[src/rtl/frame_scheduler_if.sv]
// -----------------------------------------------------------------------------
// frame_scheduler_if
//
// Purpose:
//   Bundles every non-clock signal of the frame scheduler: the frame tick from
//   the rate divider, the go/erase/done handshakes and pixel streams of the
//   bird and pipe drawers, the arbitrated VGA write port and the status outputs.
//
// Modports:
//   master - the scheduler side (drives step, *_go, *_erase, vga_*, status)
//   slave  - the environment side (drives frame_tick, *_done, drawer pixels)
//
// Signals:
//   frame_tick                    one-cycle frame pulse
//   step                          one-cycle game-state advance pulse
//   bird_go / pipe_go             one-cycle drawer start
//   bird_erase / pipe_erase       high for the whole of an erase phase
//   bird_done / pipe_done         drawer finished
//   bird_x/y/colour/plot          bird drawer pixel stream
//   pipe_x/y/colour/plot          pipe drawer pixel stream
//   vga_x/y/colour/plot           arbitrated VGA write port
//   busy                          high whenever the sequencer is not idle
//   missed_frames                 saturating count of dropped frame ticks
//   fault                         sticky phase-timeout flag
// -----------------------------------------------------------------------------
interface frame_scheduler_if #(
    parameter int X_W = 8,
    parameter int Y_W = 7,
    parameter int C_W = 3
);
    logic           frame_tick;
    logic           step;

    logic           bird_go;
    logic           bird_erase;
    logic           bird_done;
    logic [X_W-1:0] bird_x;
    logic [Y_W-1:0] bird_y;
    logic [C_W-1:0] bird_colour;
    logic           bird_plot;

    logic           pipe_go;
    logic           pipe_erase;
    logic           pipe_done;
    logic [X_W-1:0] pipe_x;
    logic [Y_W-1:0] pipe_y;
    logic [C_W-1:0] pipe_colour;
    logic           pipe_plot;

    logic [X_W-1:0] vga_x;
    logic [Y_W-1:0] vga_y;
    logic [C_W-1:0] vga_colour;
    logic           vga_plot;

    logic           busy;
    logic [7:0]     missed_frames;
    logic           fault;

    modport master (
        input  frame_tick,
        input  bird_done, bird_x, bird_y, bird_colour, bird_plot,
        input  pipe_done, pipe_x, pipe_y, pipe_colour, pipe_plot,
        output step,
        output bird_go, bird_erase,
        output pipe_go, pipe_erase,
        output vga_x, vga_y, vga_colour, vga_plot,
        output busy, missed_frames, fault
    );

    modport slave (
        output frame_tick,
        output bird_done, bird_x, bird_y, bird_colour, bird_plot,
        output pipe_done, pipe_x, pipe_y, pipe_colour, pipe_plot,
        input  step,
        input  bird_go, bird_erase,
        input  pipe_go, pipe_erase,
        input  vga_x, vga_y, vga_colour, vga_plot,
        input  busy, missed_frames, fault
    );
endinterface

[src/rtl/frame_scheduler.sv]
// -----------------------------------------------------------------------------
// frame_scheduler
//
// Purpose:
//   Per-frame sequencer and VGA write-port arbiter for the game screen. Each
//   frame tick runs: erase pipes, erase bird, step game state, draw pipes,
//   draw bird. Drawers are started with a one-cycle go and finish with done;
//   the active drawer's pixel stream is muxed onto the single VGA plot port.
//   A phase that never sees done is abandoned after TIMEOUT cycles and the
//   sticky fault flag is raised.
//
// Ports:
//   clk     system clock
//   resetn  asynchronous active-low reset
//   fs      frame_scheduler_if.master (tick, drawer handshakes/pixels,
//           VGA port, busy, missed_frames, fault)
//
// Parameters:
//   X_W, Y_W, C_W  pixel x / y / colour widths
//   ERASE_COLOUR   colour forced onto vga_colour during erase phases
//   TIMEOUT        maximum cycles a drawer phase waits for done (>= 2)
//
// Optional feature (macro FRAME_PEND_EN):
//   Defined   - a tick arriving while busy is held in a one-deep pending flag
//               and starts the next frame straight after returning to IDLE.
//   Undefined - every tick arriving while busy is counted as missed.
// -----------------------------------------------------------------------------
module frame_scheduler #(
    parameter int             X_W          = 8,
    parameter int             Y_W          = 7,
    parameter int             C_W          = 3,
    parameter logic [C_W-1:0] ERASE_COLOUR = '0,
    parameter int             TIMEOUT      = 20000
) (
    input logic               clk,
    input logic               resetn,
    frame_scheduler_if.master fs
);
    localparam int             CNT_W    = $clog2(TIMEOUT);
    localparam logic [CNT_W-1:0] CNT_LAST = CNT_W'(TIMEOUT - 1);

    typedef enum logic [2:0] {
        S_IDLE,
        S_ERASE_PIPE,
        S_ERASE_BIRD,
        S_STEP,
        S_DRAW_PIPE,
        S_DRAW_BIRD
    } state_e;

    state_e           state_q;
    logic [CNT_W-1:0] cnt_q;
    logic             step_q;
    logic             bird_go_q;
    logic             pipe_go_q;
    logic             bird_erase_q;
    logic             pipe_erase_q;
    logic             busy_q;
    logic [7:0]       missed_q;
    logic             fault_q;

    state_e           next_state_d;
    logic             phase_done_d;
    logic             drawer_phase_d;
    logic             done_ok_d;
    logic             timeout_d;
    logic             advance_d;
    logic             start_d;
    logic             count_miss_d;

`ifdef FRAME_PEND_EN
    logic             pend_q;
    logic             pend_d;
`endif

    // Frame start and missed-tick accounting.
    always_comb begin
        // NOTE: every signal written here gets a default first so no latch is inferred.
        start_d      = 1'b0;
        count_miss_d = 1'b0;
`ifdef FRAME_PEND_EN
        pend_d       = pend_q;
        if (state_q == S_IDLE) begin
            // A held tick starts the frame now; a fresh tick on top of it is lost.
            start_d      = fs.frame_tick || pend_q;
            count_miss_d = fs.frame_tick && pend_q;
            pend_d       = 1'b0;
        end else if (fs.frame_tick) begin
            if (pend_q) begin
                count_miss_d = 1'b1;
            end else begin
                pend_d = 1'b1;
            end
        end
`else
        start_d      = fs.frame_tick && (state_q == S_IDLE);
        count_miss_d = fs.frame_tick && (state_q != S_IDLE);
`endif
    end

    // Phase successor and which drawer's done belongs to the current phase.
    always_comb begin
        phase_done_d = 1'b0;
        next_state_d = S_IDLE;
        case (state_q)
            S_IDLE:       next_state_d = S_ERASE_PIPE;
            S_ERASE_PIPE: begin
                phase_done_d = fs.pipe_done;
                next_state_d = S_ERASE_BIRD;
            end
            S_ERASE_BIRD: begin
                phase_done_d = fs.bird_done;
                next_state_d = S_STEP;
            end
            S_STEP:       next_state_d = S_DRAW_PIPE;
            S_DRAW_PIPE:  begin
                phase_done_d = fs.pipe_done;
                next_state_d = S_DRAW_BIRD;
            end
            S_DRAW_BIRD:  begin
                phase_done_d = fs.bird_done;
                next_state_d = S_IDLE;
            end
            default:      next_state_d = S_IDLE;
        endcase
    end

    assign drawer_phase_d = (state_q == S_ERASE_PIPE) || (state_q == S_ERASE_BIRD) ||
                            (state_q == S_DRAW_PIPE)  || (state_q == S_DRAW_BIRD);
    // cnt_q is zero only in the go cycle, so a done seen there is ignored.
    assign done_ok_d      = phase_done_d && (cnt_q != '0);
    assign timeout_d      = drawer_phase_d && (cnt_q == CNT_LAST) && !done_ok_d;
    // Illegal encodings fall through to the last arm and recover to IDLE.
    assign advance_d      = (state_q == S_IDLE) ? start_d :
                            drawer_phase_d      ? (done_ok_d || timeout_d) :
                                                  1'b1;

    always_ff @(posedge clk or negedge resetn) begin
        if (!resetn) begin
            state_q      <= S_IDLE;
            cnt_q        <= '0;
            step_q       <= 1'b0;
            bird_go_q    <= 1'b0;
            pipe_go_q    <= 1'b0;
            bird_erase_q <= 1'b0;
            pipe_erase_q <= 1'b0;
            busy_q       <= 1'b0;
            missed_q     <= '0;
            fault_q      <= 1'b0;
`ifdef FRAME_PEND_EN
            pend_q       <= 1'b0;
`endif
        end else begin
            // NOTE: state uses non-blocking assignments so every register samples pre-edge values.
            step_q    <= 1'b0;
            bird_go_q <= 1'b0;
            pipe_go_q <= 1'b0;

            if (count_miss_d && (missed_q != 8'hFF)) begin
                missed_q <= missed_q + 8'd1;
            end
`ifdef FRAME_PEND_EN
            pend_q <= pend_d;
`endif
            if (timeout_d) begin
                fault_q <= 1'b1;
            end

            if (advance_d) begin
                state_q      <= next_state_d;
                cnt_q        <= '0;
                // Outputs are decoded from the state being entered so they line up with it.
                step_q       <= (next_state_d == S_STEP);
                pipe_go_q    <= (next_state_d == S_ERASE_PIPE) || (next_state_d == S_DRAW_PIPE);
                bird_go_q    <= (next_state_d == S_ERASE_BIRD) || (next_state_d == S_DRAW_BIRD);
                pipe_erase_q <= (next_state_d == S_ERASE_PIPE);
                bird_erase_q <= (next_state_d == S_ERASE_BIRD);
                busy_q       <= (next_state_d != S_IDLE);
            end else if (drawer_phase_d) begin
                cnt_q <= cnt_q + 1'b1;
            end
        end
    end

    // VGA arbitration: purely a function of state, so reset blanks it at once.
    logic [X_W-1:0] vga_x_d;
    logic [Y_W-1:0] vga_y_d;
    logic [C_W-1:0] vga_colour_d;
    logic           vga_plot_d;

    always_comb begin
        vga_x_d      = '0;
        vga_y_d      = '0;
        vga_colour_d = '0;
        vga_plot_d   = 1'b0;
        case (state_q)
            S_ERASE_PIPE, S_DRAW_PIPE: begin
                vga_x_d      = fs.pipe_x;
                vga_y_d      = fs.pipe_y;
                vga_plot_d   = fs.pipe_plot;
                vga_colour_d = (state_q == S_ERASE_PIPE) ? ERASE_COLOUR : fs.pipe_colour;
            end
            S_ERASE_BIRD, S_DRAW_BIRD: begin
                vga_x_d      = fs.bird_x;
                vga_y_d      = fs.bird_y;
                vga_plot_d   = fs.bird_plot;
                vga_colour_d = (state_q == S_ERASE_BIRD) ? ERASE_COLOUR : fs.bird_colour;
            end
            default: ;
        endcase
    end

    assign fs.step          = step_q;
    assign fs.bird_go       = bird_go_q;
    assign fs.pipe_go       = pipe_go_q;
    assign fs.bird_erase    = bird_erase_q;
    assign fs.pipe_erase    = pipe_erase_q;
    assign fs.busy          = busy_q;
    assign fs.missed_frames = missed_q;
    assign fs.fault         = fault_q;
    assign fs.vga_x         = vga_x_d;
    assign fs.vga_y         = vga_y_d;
    assign fs.vga_colour    = vga_colour_d;
    assign fs.vga_plot      = vga_plot_d;

endmodule

[src/flat_wrapper.sv]
// flat-port wrapper written by rule: the top's interface ports become plain ports
module frame_scheduler_flat 
#(
    parameter int             X_W          = 8,
    parameter int             Y_W          = 7,
    parameter int             C_W          = 3,
    parameter logic [C_W-1:0] ERASE_COLOUR = '0,
    parameter int             TIMEOUT      = 20000
)
  (clk, resetn, fs_frame_tick, fs_bird_done, fs_bird_x, fs_bird_y, fs_bird_colour, fs_bird_plot, fs_pipe_done, fs_pipe_x, fs_pipe_y, fs_pipe_colour, fs_pipe_plot, fs_step, fs_bird_go, fs_bird_erase, fs_pipe_go, fs_pipe_erase, fs_vga_x, fs_vga_y, fs_vga_colour, fs_vga_plot, fs_busy, fs_missed_frames, fs_fault);
  frame_scheduler_if #(.X_W(X_W), .Y_W(Y_W), .C_W(C_W)) fs_i ();
  input logic clk;
  input logic resetn;
  input wire logic [$bits(fs_i.frame_tick)-1:0] fs_frame_tick;
  input wire logic [$bits(fs_i.bird_done)-1:0] fs_bird_done;
  input wire logic [$bits(fs_i.bird_x)-1:0] fs_bird_x;
  input wire logic [$bits(fs_i.bird_y)-1:0] fs_bird_y;
  input wire logic [$bits(fs_i.bird_colour)-1:0] fs_bird_colour;
  input wire logic [$bits(fs_i.bird_plot)-1:0] fs_bird_plot;
  input wire logic [$bits(fs_i.pipe_done)-1:0] fs_pipe_done;
  input wire logic [$bits(fs_i.pipe_x)-1:0] fs_pipe_x;
  input wire logic [$bits(fs_i.pipe_y)-1:0] fs_pipe_y;
  input wire logic [$bits(fs_i.pipe_colour)-1:0] fs_pipe_colour;
  input wire logic [$bits(fs_i.pipe_plot)-1:0] fs_pipe_plot;
  output wire logic [$bits(fs_i.step)-1:0] fs_step;
  output wire logic [$bits(fs_i.bird_go)-1:0] fs_bird_go;
  output wire logic [$bits(fs_i.bird_erase)-1:0] fs_bird_erase;
  output wire logic [$bits(fs_i.pipe_go)-1:0] fs_pipe_go;
  output wire logic [$bits(fs_i.pipe_erase)-1:0] fs_pipe_erase;
  output wire logic [$bits(fs_i.vga_x)-1:0] fs_vga_x;
  output wire logic [$bits(fs_i.vga_y)-1:0] fs_vga_y;
  output wire logic [$bits(fs_i.vga_colour)-1:0] fs_vga_colour;
  output wire logic [$bits(fs_i.vga_plot)-1:0] fs_vga_plot;
  output wire logic [$bits(fs_i.busy)-1:0] fs_busy;
  output wire logic [$bits(fs_i.missed_frames)-1:0] fs_missed_frames;
  output wire logic [$bits(fs_i.fault)-1:0] fs_fault;
  assign fs_i.frame_tick = fs_frame_tick;
  assign fs_i.bird_done = fs_bird_done;
  assign fs_i.bird_x = fs_bird_x;
  assign fs_i.bird_y = fs_bird_y;
  assign fs_i.bird_colour = fs_bird_colour;
  assign fs_i.bird_plot = fs_bird_plot;
  assign fs_i.pipe_done = fs_pipe_done;
  assign fs_i.pipe_x = fs_pipe_x;
  assign fs_i.pipe_y = fs_pipe_y;
  assign fs_i.pipe_colour = fs_pipe_colour;
  assign fs_i.pipe_plot = fs_pipe_plot;
  assign fs_step = fs_i.step;
  assign fs_bird_go = fs_i.bird_go;
  assign fs_bird_erase = fs_i.bird_erase;
  assign fs_pipe_go = fs_i.pipe_go;
  assign fs_pipe_erase = fs_i.pipe_erase;
  assign fs_vga_x = fs_i.vga_x;
  assign fs_vga_y = fs_i.vga_y;
  assign fs_vga_colour = fs_i.vga_colour;
  assign fs_vga_plot = fs_i.vga_plot;
  assign fs_busy = fs_i.busy;
  assign fs_missed_frames = fs_i.missed_frames;
  assign fs_fault = fs_i.fault;
  frame_scheduler #(.X_W(X_W), .Y_W(Y_W), .C_W(C_W), .ERASE_COLOUR(ERASE_COLOUR), .TIMEOUT(TIMEOUT)) u_core (.clk(clk), .resetn(resetn), .fs(fs_i));
endmodule
[config.mk]
export PLATFORM = sky130hd
export DESIGN_NAME = frame_scheduler_flat
export DESIGN_NICKNAME = d
export VERILOG_FILES = /design/src/rtl/frame_scheduler_if.sv /design/src/rtl/frame_scheduler.sv /design/src/flat_wrapper.sv
export SDC_FILE = /design/constraint.sdc
export NUM_CORES = 1
export LEC_CHECK = 0
export ABC_CLOCK_PERIOD_IN_PS = 2000
export CORE_MARGIN = 2
export CORE_UTILIZATION = 45
export DETAILED_ROUTE_END_ITERATION = 12
export GPL_TIMING_DRIVEN = 0
export PLACE_DENSITY_LB_ADDON = 0.12
export SLEW_MARGIN = 25
export SYNTH_ARGS = -nofsm -noshare
export SYNTH_HDL_FRONTEND = slang
export SYNTH_SLANG_ARGS = --single-unit
[constraint.sdc]
create_clock -name clk -period 2 [get_ports clk]
set_clock_uncertainty 0.05 [all_clocks]
set_input_delay 0.3 -clock clk [delete_from_list [all_inputs] [get_ports clk]]
set_output_delay 0.3 -clock clk [all_outputs]
set_load 0.005 [all_outputs]
==> metrics.txt, run 1 <==
GRT overflow=0; CP Data Required Time=1650 ps; Nets=427; post-synthesis async set-or-reset flop share=100%; Final Setup Violations=26; die area=5970 um2; CP endpoint kind=primary output; dpl cell area=3270 um2; final WL=7.12 mm; Vias=2,461; minimum clock period=2090 ps; clock latency on the worst-skew pair=290 ps; Die Height=77.2 um; Yosys Warn Count=0; core footprint=5140 um2; CTS tree=built; Post-Synthesis Cells=269; TritonRoute pass-1 iters=4; initial cell density of the core=47.0%; CP Data Arrival Time=1740 ps; final non-filler cell total=452; Max Cap Viol=0; Port Buffers=75; synthesized cell area=2410 um2; peak supply drop=0.750 mV; first-pass GRT wire length=11.0 mm; Hold Fails Final Rpt=0; DRC violations left=0; PwrDens=1250 nW/um2; Routed wire per std cell=15.8 um; crit path kind=register to primary output; status=finished with violations; count leader, synth=dfrtp_1; Tot Pwr=4800 uW; Crit Path Max Fanout=10; Post-synth top flop=dfrtp_1; Yosys top cell area share=34.2%; failing checks=negative setup slack; Area contributors post-synth=dfrtp_1 (34%), mux2_2 (7.9%), xnor2_1 (5.1%); pin count of the biggest net entering global routing=20; Top-Level Pins=77; CTS Buf Count=5; CTS root buffer=clkbuf_8; post-synthesis register bit count=33; Cells after DPL=415; global-route total usage across every layer=22.4%; initial detailed-routing violation count=177; fraction of layout instances using a drive strength above 1=33.5%; Die Wd=77.2 um; DP HPWL=4.65 mm; startpoint type of the worst setup path=register; Worst-path clk slew=70 ps; Rows=26; n_diodes=0; Worst Tran Pin Value=489 ps; fmax=479 MHz; design area=3840 um2; RSZ-0062 raised after global routing=true; Sink Count=33; GP Congestion=0.821; min-delay worst type=input port to asynchronous set/reset pin; Avg Cell Area, Syn=8.97 um2; max_slew headroom=67.4%; FILL cells=401; H-tree levels=2; register area share after synthesis=34.2%; CTS Buffer Depth=2; fin crit share=104%; antenna viol nets, final=0; Final Max Slew Viols=0; Pleak=0.00156 uW; vias per inst=5.44; synth unique cells=55; Layout area overhead=59.3%; post-synth top area cell=dfrtp_1; Syn Nets=315; antenna violations before repair=0; EDFF count, synth=0; top post-synthesis cells by count=dfrtp_1 (33), nand2_1 (28), nor2_1 (21); vias in the first global route=2,347; final worst slack=-87.5 ps
-- area by class of cell --
| cell class | instances | area, um2 | area share [%] |
|---|---|---|---|
| tap | 70 | 87.6 | 2.28 |
| sequential | 33 | 827 | 21.5 |
| buffer | 16 | 145 | 3.77 |
| timing repair buffer | 106 | 977 | 25.4 |
| inverter | 8 | 33.8 | 0.879 |
| clock inverter | 2 | 13.8 | 0.358 |
| clock buffer | 6 | 82.6 | 2.15 |
| multi-input combinational | 211 | 1680 | 43.6 |
-- cells by family (layout without fill, tap and decap cells) --
| family | count (synthesis) | in the layout | synth area share (%) |
|---|---|---|---|
| simple gates | 105 | 105 | 24.2 |
| buf+inv | 25 | 138 | 4.87 |
| fa+ha+maj | 3 | 3 | 1.56 |
| mux | 22 | 22 | 10.0 |
| xor+xnor | 20 | 20 | 7.26 |
| flops | 33 | 33 | 34.2 |
| compound gates | 61 | 61 | 17.9 |
-- where the power goes --
group | total, uW | switching (uW) | internal (uW)
Sequential | 973 | 158 | 814
Combinational | 3280 | 1530 | 1760
Clock | 542 | 263 | 279
-- placed cells by master (no fill, tap or decap), types with 7 or more instances in the layout --
cell	Yosys	layout
nor2_1	21	18
a22oi_1	16	8
buf_4	1	16
xnor2_1	14	14
clkbuf_8	0	8
mux2_2	17	16
dfrtp_1	33	32
buf_2	4	21
nand2_1	28	28
clkdlybuf4s50_1	0	55
nor3_1	9	9
nand3_1	7	7
a22oi_2	0	8
nor2_4	1	7
buf_6	2	15
o21ai_1	1	18
-- metrics by stage --
stage	TNS (ps)	utilization [%]	hold WS [ps]	setup WS (ps)
3_5_place_dp	-11720	63.7	206	-789
4_1_cts	-704	71.3	430	-75.2
5_1_grt	-3200	74.8	446	-158
6_report	-1240	74.8	412	-87.5
2_1_floorplan	0	-	-45.6	70.9
3_3_place_gp	-16400	63.3	418	-838
-- repair_timing --
action / in CTS / in global routing
pin swaps: 12 / 27
resized for setup: 117 / 42
endpoints found under the hold margin: 14 / 0
setup endpoints to repair: 33 / 33
setup buffers: 24 / 3
hold buffers: 1 / 0
gates cloned: 1 / 1
-- worst max-delay path, cell delays in order (launching register included) --
cell and delay [ps]:
dfrtp_1 440, clkbuf_4 230, nor2_4 160, buf_6 160, buf_6 110, a22oi_2 80
o21ai_1 140, buf_2 130
-- routing by layer --
metal	track usage [%]	wire length, um	vias to the layer above
met1	30.3	3050	1175
met3	4.47	449	9
li1	-	-	1196
met4	5.71	81	0
met2	36.7	3540	81
met5	0	0	-
-- registers in the layout (all words and copies together) (netlist names) --
name and flops:
u_core.fs.bird_go 1, u_core.fs.pipe_erase 1, u_core.fs.fault 1, u_core.fs.step 1, u_core.fs.bird_erase 1, u_core.state_q 3
u_core.fs.pipe_go 1, u_core.fs.busy 1, u_core.cnt_q 15, u_core.fs.missed_frames 8
-- final timing paths --
| check | cells past startpoint | slack [ps] | start | to |
|---|---|---|---|---|
| worst max-delay path | 7 | -90 | u_core.state_q[2]$_DFFE_PN0P_ | fs_vga_x[1] |
| worst min-delay path | 2 | 410 | resetn | u_core.cnt_q[9]$_DFFE_PN0P_ |
| worst max register to register | 8 | -60 | u_core.state_q[0]$_DFFE_PN0P_ | u_core.cnt_q[13]$_DFFE_PN0P_ |
| worst min register to register | 1 | 440 | u_core.fs.fault$_DFFE_PN0P_ | u_core.fs.fault$_DFFE_PN0P_ |
| max in group asynchronous | 3 | 1040 | resetn | u_core.cnt_q[0]$_DFFE_PN0P_ |
| min in group clk | 1 | 440 | u_core.fs.fault$_DFFE_PN0P_ | u_core.fs.fault$_DFFE_PN0P_ |
Power figures use the tool's default switching activity.
==> run 2, diff against run 1 <==
--- a/config.mk
+++ b/config.mk
@@ -10,8 +10,8 @@
 export CORE_UTILIZATION = 45
 export DETAILED_ROUTE_END_ITERATION = 12
 export GPL_TIMING_DRIVEN = 0
+export MAX_ROUTING_LAYER = met4
 export PLACE_DENSITY_LB_ADDON = 0.12
-export SLEW_MARGIN = 25
 export SYNTH_ARGS = -nofsm -noshare
 export SYNTH_HDL_FRONTEND = slang
 export SYNTH_SLANG_ARGS = --single-unit
==> run 2 against run 1 <==
Against the previous run:
- the run still ends with negative setup slack left
- register-to-register slack got worse by 20 ps
- sequential share of layout area fell by 0.18 points
- via count rose by 1.9%
- maximum frequency rose by 0.17%
- utilization rose by 0.51 points
- hold slack got worse by 390 ps
- clock power fell by 7.7%
- critical path type is now register to register
- largest power group unchanged
- highest routed layer unchanged
==> metrics.txt, run 2 (synthesized netlist as in run 1, its figures left out) <==
Clock power frac=10.2% (-1.1 points); antenna violations before repair=0 (unchanged); Crit path max-delay family=simple AND/OR/NAND/NOR gates; fraction of layout instances using a drive strength above 1=35.9% (+2.4 points); Largest register FFs=15 (unchanged); pin count of the biggest net entering global routing=34 (+70%); CP endpoint kind=register; max_slew headroom=50.7% (-17 points); die area=5970 um2 (unchanged); CP Data Arrival Time=2220 ps (+480 ps); CP Data Required Time=2130 ps (+480 ps); Psw=1990 uW (+2.2%); Die Height=77.2 um (unchanged); combinational share of power=69.9% (+1.5 points); GP Congestion=0.834 (+1.5%); crit path kind=register to register; design area=3870 um2 (+0.68%); H-tree levels=2 (unchanged); initial cell density of the core=47.0% (unchanged); Worst Tran Pin Value=740 ps (+250 ps); Sink Count=33 (unchanged); CTS tree=built; Worst path slowest cell=dfrtp_1; TritonRoute pass-1 iters=4 (unchanged); initial detailed-routing violation count=163 (-7.9%); failing checks=negative setup slack; Final Setup Violations=26 (unchanged); antenna viol nets, final=0 (unchanged); Final Max Slew Viols=0 (unchanged); hold-fix buffer count after cts=0 (-1); CTS Buffer Depth=2 (unchanged); final worst slack=-83.9 ps (+3.65 ps); Most flops, register=u_core.cnt_q; core footprint=5140 um2 (unchanged); Pleak=0.00159 uW (+1.9%); Routed wire per std cell=15.9 um (+0.92%); fin crit share=104% (-0.18 points); status=finished with violations; Nets=432 (+1.2%); min-delay worst type=input port to asynchronous set/reset pin; dpl cell area=3250 um2 (-0.84%); Tot Pwr=4880 uW (+1.8%); CTS Buf Count=5 (unchanged); n_diodes=0 (unchanged); Sw Ratio=40.8% (+0.20 points); DRC violations left=0 (unchanged); sequential group share of total power=19.8% (-0.5 points); commonest non-fill, non-tap cell in the layout=clkdlybuf4s50_1; Port Buffers=75 (unchanged); Hold Fails Final Rpt=0 (unchanged); startpoint type of the worst setup path=register; Top-Level Pins=77 (unchanged); most frequent cells in the layout=clkdlybuf4s50_1 (55), dfrtp_1 (33), nand2_1 (28), buf_4 (25), buf_2 (21); clock latency on the worst-skew pair=290 ps (about the same); vias in the first global route=2,411 (+2.7%); Cells after DPL=414 (-0.24%); critical path's largest stage delay=430 ps (about the same); RSZ-0062 raised after global routing=true; Max Cap Viol=0 (unchanged); PwrDens=1260 nW/um2 (+1.1%); fmax=480 MHz (+0.17%); GRT overflow=0 (unchanged); CTS root buffer=clkbuf_8; DP HPWL=4.56 mm (-2.1%); Buf/Inv on CP=2 (-2); Die Wd=77.2 um (unchanged); final non-filler cell total=457 (+1.1%); final WL=7.26 mm (+2.0%); vias per inst=5.49 (+0.79%); global-route total usage across every layer=23.3% (+0.84 points); Crit Path Max Fanout=5 (-5); Layout area overhead=60.4%; peak supply drop=0.779 mV (+3.9%); Worst-path clk slew=70 ps (about the same); crit path cell chain=buf_6 -> ha_4 -> and4_1 -> and4_4 -> a211oi_4 -> a211oi_2 -> buf_4 -> nor2_2; Vias=2,508 (+1.9%); minimum clock period=2080 ps (-3.65 ps); first-pass GRT wire length=11.1 mm (+1.2%); Rows=26 (unchanged); internal power=2890 uW (+1.4%)
[run 2: cell count changes in the layout (fill, tap and decap cells not counted), sizes merged]
cell / previous run / this run
clkinvlp: 1 / 2
clkbuf: 14 / 12
buf: 55 / 62
dlygate4sd3: 1 / 0
[run 2: final timing paths]
check,from,end,slack (ps),cells past startpoint
worst min register to register,u_core.fs.fault$_DFFE_PN0P_,u_core.fs.fault$_DFFE_PN0P_,440,1
worst max register to register,u_core.cnt_q[0]$_DFFE_PN0P_,u_core.cnt_q[12]$_DFFE_PN0P_,-80,8
max in group asynchronous,resetn,u_core.cnt_q[0]$_DFFE_PN0P_,1410,1
min in group clk,u_core.fs.fault$_DFFE_PN0P_,u_core.fs.fault$_DFFE_PN0P_,440,1
worst max-delay path,u_core.cnt_q[0]$_DFFE_PN0P_,u_core.cnt_q[12]$_DFFE_PN0P_,-80,8
worst min-delay path,resetn,u_core.cnt_q[8]$_DFFE_PN0P_,20,1
[run 2: through the flow]
step	util (%)	hold slack (ps)	setup slack [ps]	TNS, ps
2_1_floorplan	-	-45.6	70.9	0
3_3_place_gp	63.3	418	-838	-16400
3_5_place_dp	63.2	364	-807	-11650
4_1_cts	69.6	53.9	-77.3	-628
5_1_grt	75.3	92.1	-167	-3620
6_report	75.3	19.1	-83.9	-1350
[run 2: layout make-up]
cell class                 count  area [um2]
buffer                        16         149
clock buffer                   5        68.8
clock inverter                 3        17.5
fill                         388        1270
inverter                       8        33.8
multi-input combinational    211        1720
sequential                    33         826
tap                           70        87.6
timing repair buffer         111         967
[run 2: what timing repair did]
action,in CTS,in global routing
endpoints found under the setup margin,33,35
pin swaps,10,27
buffers inserted,20,14
endpoints found under the hold margin,0,0
gates resized for setup,113,54
cloned,0,2
[run 2: layer usage]
metal	up-vias	track usage (%)	share of wire (%)
met5	-	-	0
met4	0	6.79	1.9
met3	12	3.88	5.1
met2	83	37.8	49
met1	1210	29.9	44
li1	1203	-	-
[run 2: power by group through the flow]
stage          Combinational, uW  Clock (uW)  Sequential, uW
2_1_floorplan               1420           0             960
3_3_place_gp                2330           0             972
3_5_place_dp                2340           0             981
4_1_cts                     2800         506             959
5_1_grt                     3660         549             988
6_report                    3410         500             968
==> run 3, diff against run 2 <==
--- a/config.mk
+++ b/config.mk
@@ -6,7 +6,6 @@
 export NUM_CORES = 1
 export LEC_CHECK = 0
 export ABC_CLOCK_PERIOD_IN_PS = 2000
-export CORE_MARGIN = 2
 export CORE_UTILIZATION = 45
 export DETAILED_ROUTE_END_ITERATION = 12
 export GPL_TIMING_DRIVEN = 0
==> constraint.sdc (replaced) <==
create_clock -name clk -period 2 [get_ports clk]
set_clock_uncertainty 0.05 [all_clocks]
set_input_delay 0.3 -clock clk [delete_from_list [all_inputs] [get_ports clk]]
set_output_delay 0.3 -clock clk [all_outputs]
set_load 0.1 [all_outputs]
==> run 3 against run 2 <==
Against the previous run:
- the run still ends with negative setup slack left
- clock power rose by 2%
- wire length increased by 12%
- maximum frequency decreased by 5.1%
- critical path depth decreased by 1
- die area decreased by 5.1%
- design area increased by 8.6%
- flip-flop and latch count unchanged
- critical path type is now register to primary output
- critical endpoint is now fs_vga_x[3]
- largest power group unchanged
==> metrics.txt, run 3 (synthesized netlist as in run 1, its figures left out) <==
TritonRoute pass-1 iters=4 (unchanged); vias per inst=5.76 (+4.9%); crit path cell chain=buf_6 -> clkinvlp_4 -> nor2_4 -> buf_8 -> a22oi_2 -> o21ai_4 -> buf_12; critical path's largest stage delay=400 ps (-30 ps); crit path kind=register to primary output; PwrDens=1810 nW/um2 (+44%); Crit Path Max Fanout=10 (+5); core footprint=5140 um2 (unchanged); Tot Pwr=7630 uW (+56%); combinational share of power=80.4% (+10 points); CTS tree=built; H-tree levels=2 (unchanged); Hold Fails Final Rpt=0 (unchanged); Sw Ratio=55.8% (+15 points); Rows=26 (unchanged); Top-Level Pins=77 (unchanged); commonest non-fill, non-tap cell in the layout=clkdlybuf4s50_1; first-pass GRT wire length=12.3 mm (+11%); final WL=8.14 mm (+12%); fraction of layout instances using a drive strength above 1=43.5% (+7.5 points); max_slew headroom=33.4% (-17 points); most frequent cells in the layout=clkdlybuf4s50_1 (40), nand2_1 (28), dfrtp_1 (26), buf_4 (21); Final Setup Violations=28 (+7.7%); CP endpoint kind=primary output; Die Wd=75.2 um (-2.6%); vias in the first global route=2,555 (+6.0%); Crit path max-delay family=buffers and inverters; Pleak=0.00165 uW (+3.7%); Most flops, register=u_core.cnt_q; Worst-path clk slew=80 ps (about the same); fin crit share=110% (+5.6 points); GRT overflow=0 (unchanged); fmax=455 MHz (-5.1%); failing checks=negative setup slack; CTS root buffer=clkbuf_8; Levels on crit path=7 (-1); minimum clock period=2200 ps (+112 ps); Final Max Slew Viols=0 (unchanged); Clock power frac=6.7% (-3.5 points); global-route total usage across every layer=30.0% (+6.8 points); worst reg2reg path depth=9 (+1); DRC violations left=0 (unchanged); initial detailed-routing violation count=139 (-15%); min-delay worst type=input port to asynchronous set/reset pin; CTS Buffer Depth=2 (unchanged); Nets=420 (-2.8%); CTS Buf Count=5 (unchanged); initial cell density of the core=47.0% (unchanged); die area=5660 um2 (-5.1%); pin count of the biggest net entering global routing=34 (unchanged); n_diodes=0 (unchanged); Layout area overhead=74.1%; Finished Core Util=81.8% (+6.5 points); Largest register FFs=15 (unchanged); internal power=3370 uW (+17%); RSZ-0062 raised after global routing=true; Die Height=75.2 um (-2.6%); Worst path slowest cell=dfrtp_1; GP Congestion=0.794 (-4.7%); CP Data Required Time=1650 ps (-480 ps); Routed wire per std cell=18.3 um (+15%); Vias=2,561 (+2.1%); antenna violations before repair=0 (unchanged); Buf/Inv on CP=4 (+2); Sink Count=33 (unchanged); sequential group share of total power=12.9% (-6.9 points); Worst Tran Pin Value=1000 ps (+264 ps); Psw=4260 uW (+110%); final worst slack=-196 ps (-112 ps); Max Cap Viol=0 (unchanged); status=finished with violations; CP Data Arrival Time=1850 ps (-370 ps); startpoint type of the worst setup path=register; peak supply drop=1.48 mV (+90%); Port Buffers=75 (unchanged); DP HPWL=4.73 mm (+3.8%); final non-filler cell total=445 (-2.6%); clock latency on the worst-skew pair=300 ps (about the same); antenna viol nets, final=0 (unchanged); Cells after DPL=414 (unchanged); setup TNS=-3830 ps (-2480 ps)
[run 3: final timing paths]
path                                                           to                                   start  slack (ps)
max                                                   fs_vga_x[3]           u_core.state_q[0]$_DFFE_PN0P_        -200
min                              u_core.fs.bird_erase$_DFFE_PN0P_                                  resetn          10
max reg2reg                           u_core.cnt_q[6]$_DFFE_PN0P_           u_core.state_q[0]$_DFFE_PN0P_        -110
min reg2reg                u_core.fs.missed_frames[6]$_DFFE_PN0P_  u_core.fs.missed_frames[6]$_DFFE_PN0P_         440
max in group asynchronous  u_core.fs.missed_frames[0]$_DFFE_PN0P_                                  resetn        1360
min in group clk           u_core.fs.missed_frames[6]$_DFFE_PN0P_  u_core.fs.missed_frames[6]$_DFFE_PN0P_         440
[run 3: timing repair]
item | in CTS | in global routing
hold buffers | 0 | 0
gates resized for setup | 228 | 25
endpoints found under the setup margin | 50 | 35
setup buffers | 18 | 3
pin swaps | 20 | 11
cloned | 2 | 1
[run 3: cell type report]
| type | instances | area [um2] |
|---|---|---|
| plain buffers | 16 | 155 |
| well taps | 70 | 87.6 |
| fillers | 324 | 937 |
| clock buffers | 6 | 72.6 |
| flip-flops and latches | 33 | 835 |
| repair buffers | 99 | 1090 |
| clock inverters | 2 | 10.0 |
| multi-input cells | 211 | 1920 |
| inverters | 8 | 33.8 |
[run 3: power groups by stage]
stage               clock (uW)  sequential, uW  combinational [uW]
detailed placement           0             992                4710
finish                     512             984                6130
floorplan                    0            1620                3120
global route               542            1000                6360
CTS                        502             970                5800
global placement             0             982                4680
[run 3: through the flow]
step / hold slack (ps) / area (um2) / setup slack (ps)
final: 14.3 / 4200 / -196
after global routing: 90.7 / 4200 / -275
after CTS: 43.6 / 4080 / -155
after detailed placement: 355 / 3490 / -1260
after global placement: 415 / 3500 / -1250
after floorplan: -45.6 / 2660 / -44.2
[run 3: metal layers]
metal / global-route usage [%] / share of wire, % / vias to the layer above
met2: 48.5 / 52 / 94
met5: - / 0 / -
met1: 37.8 / 41 / 1256
met4: 11.1 / 2.2 / 0
met3: 4.95 / 4.5 / 22
li1: - / - / 1189
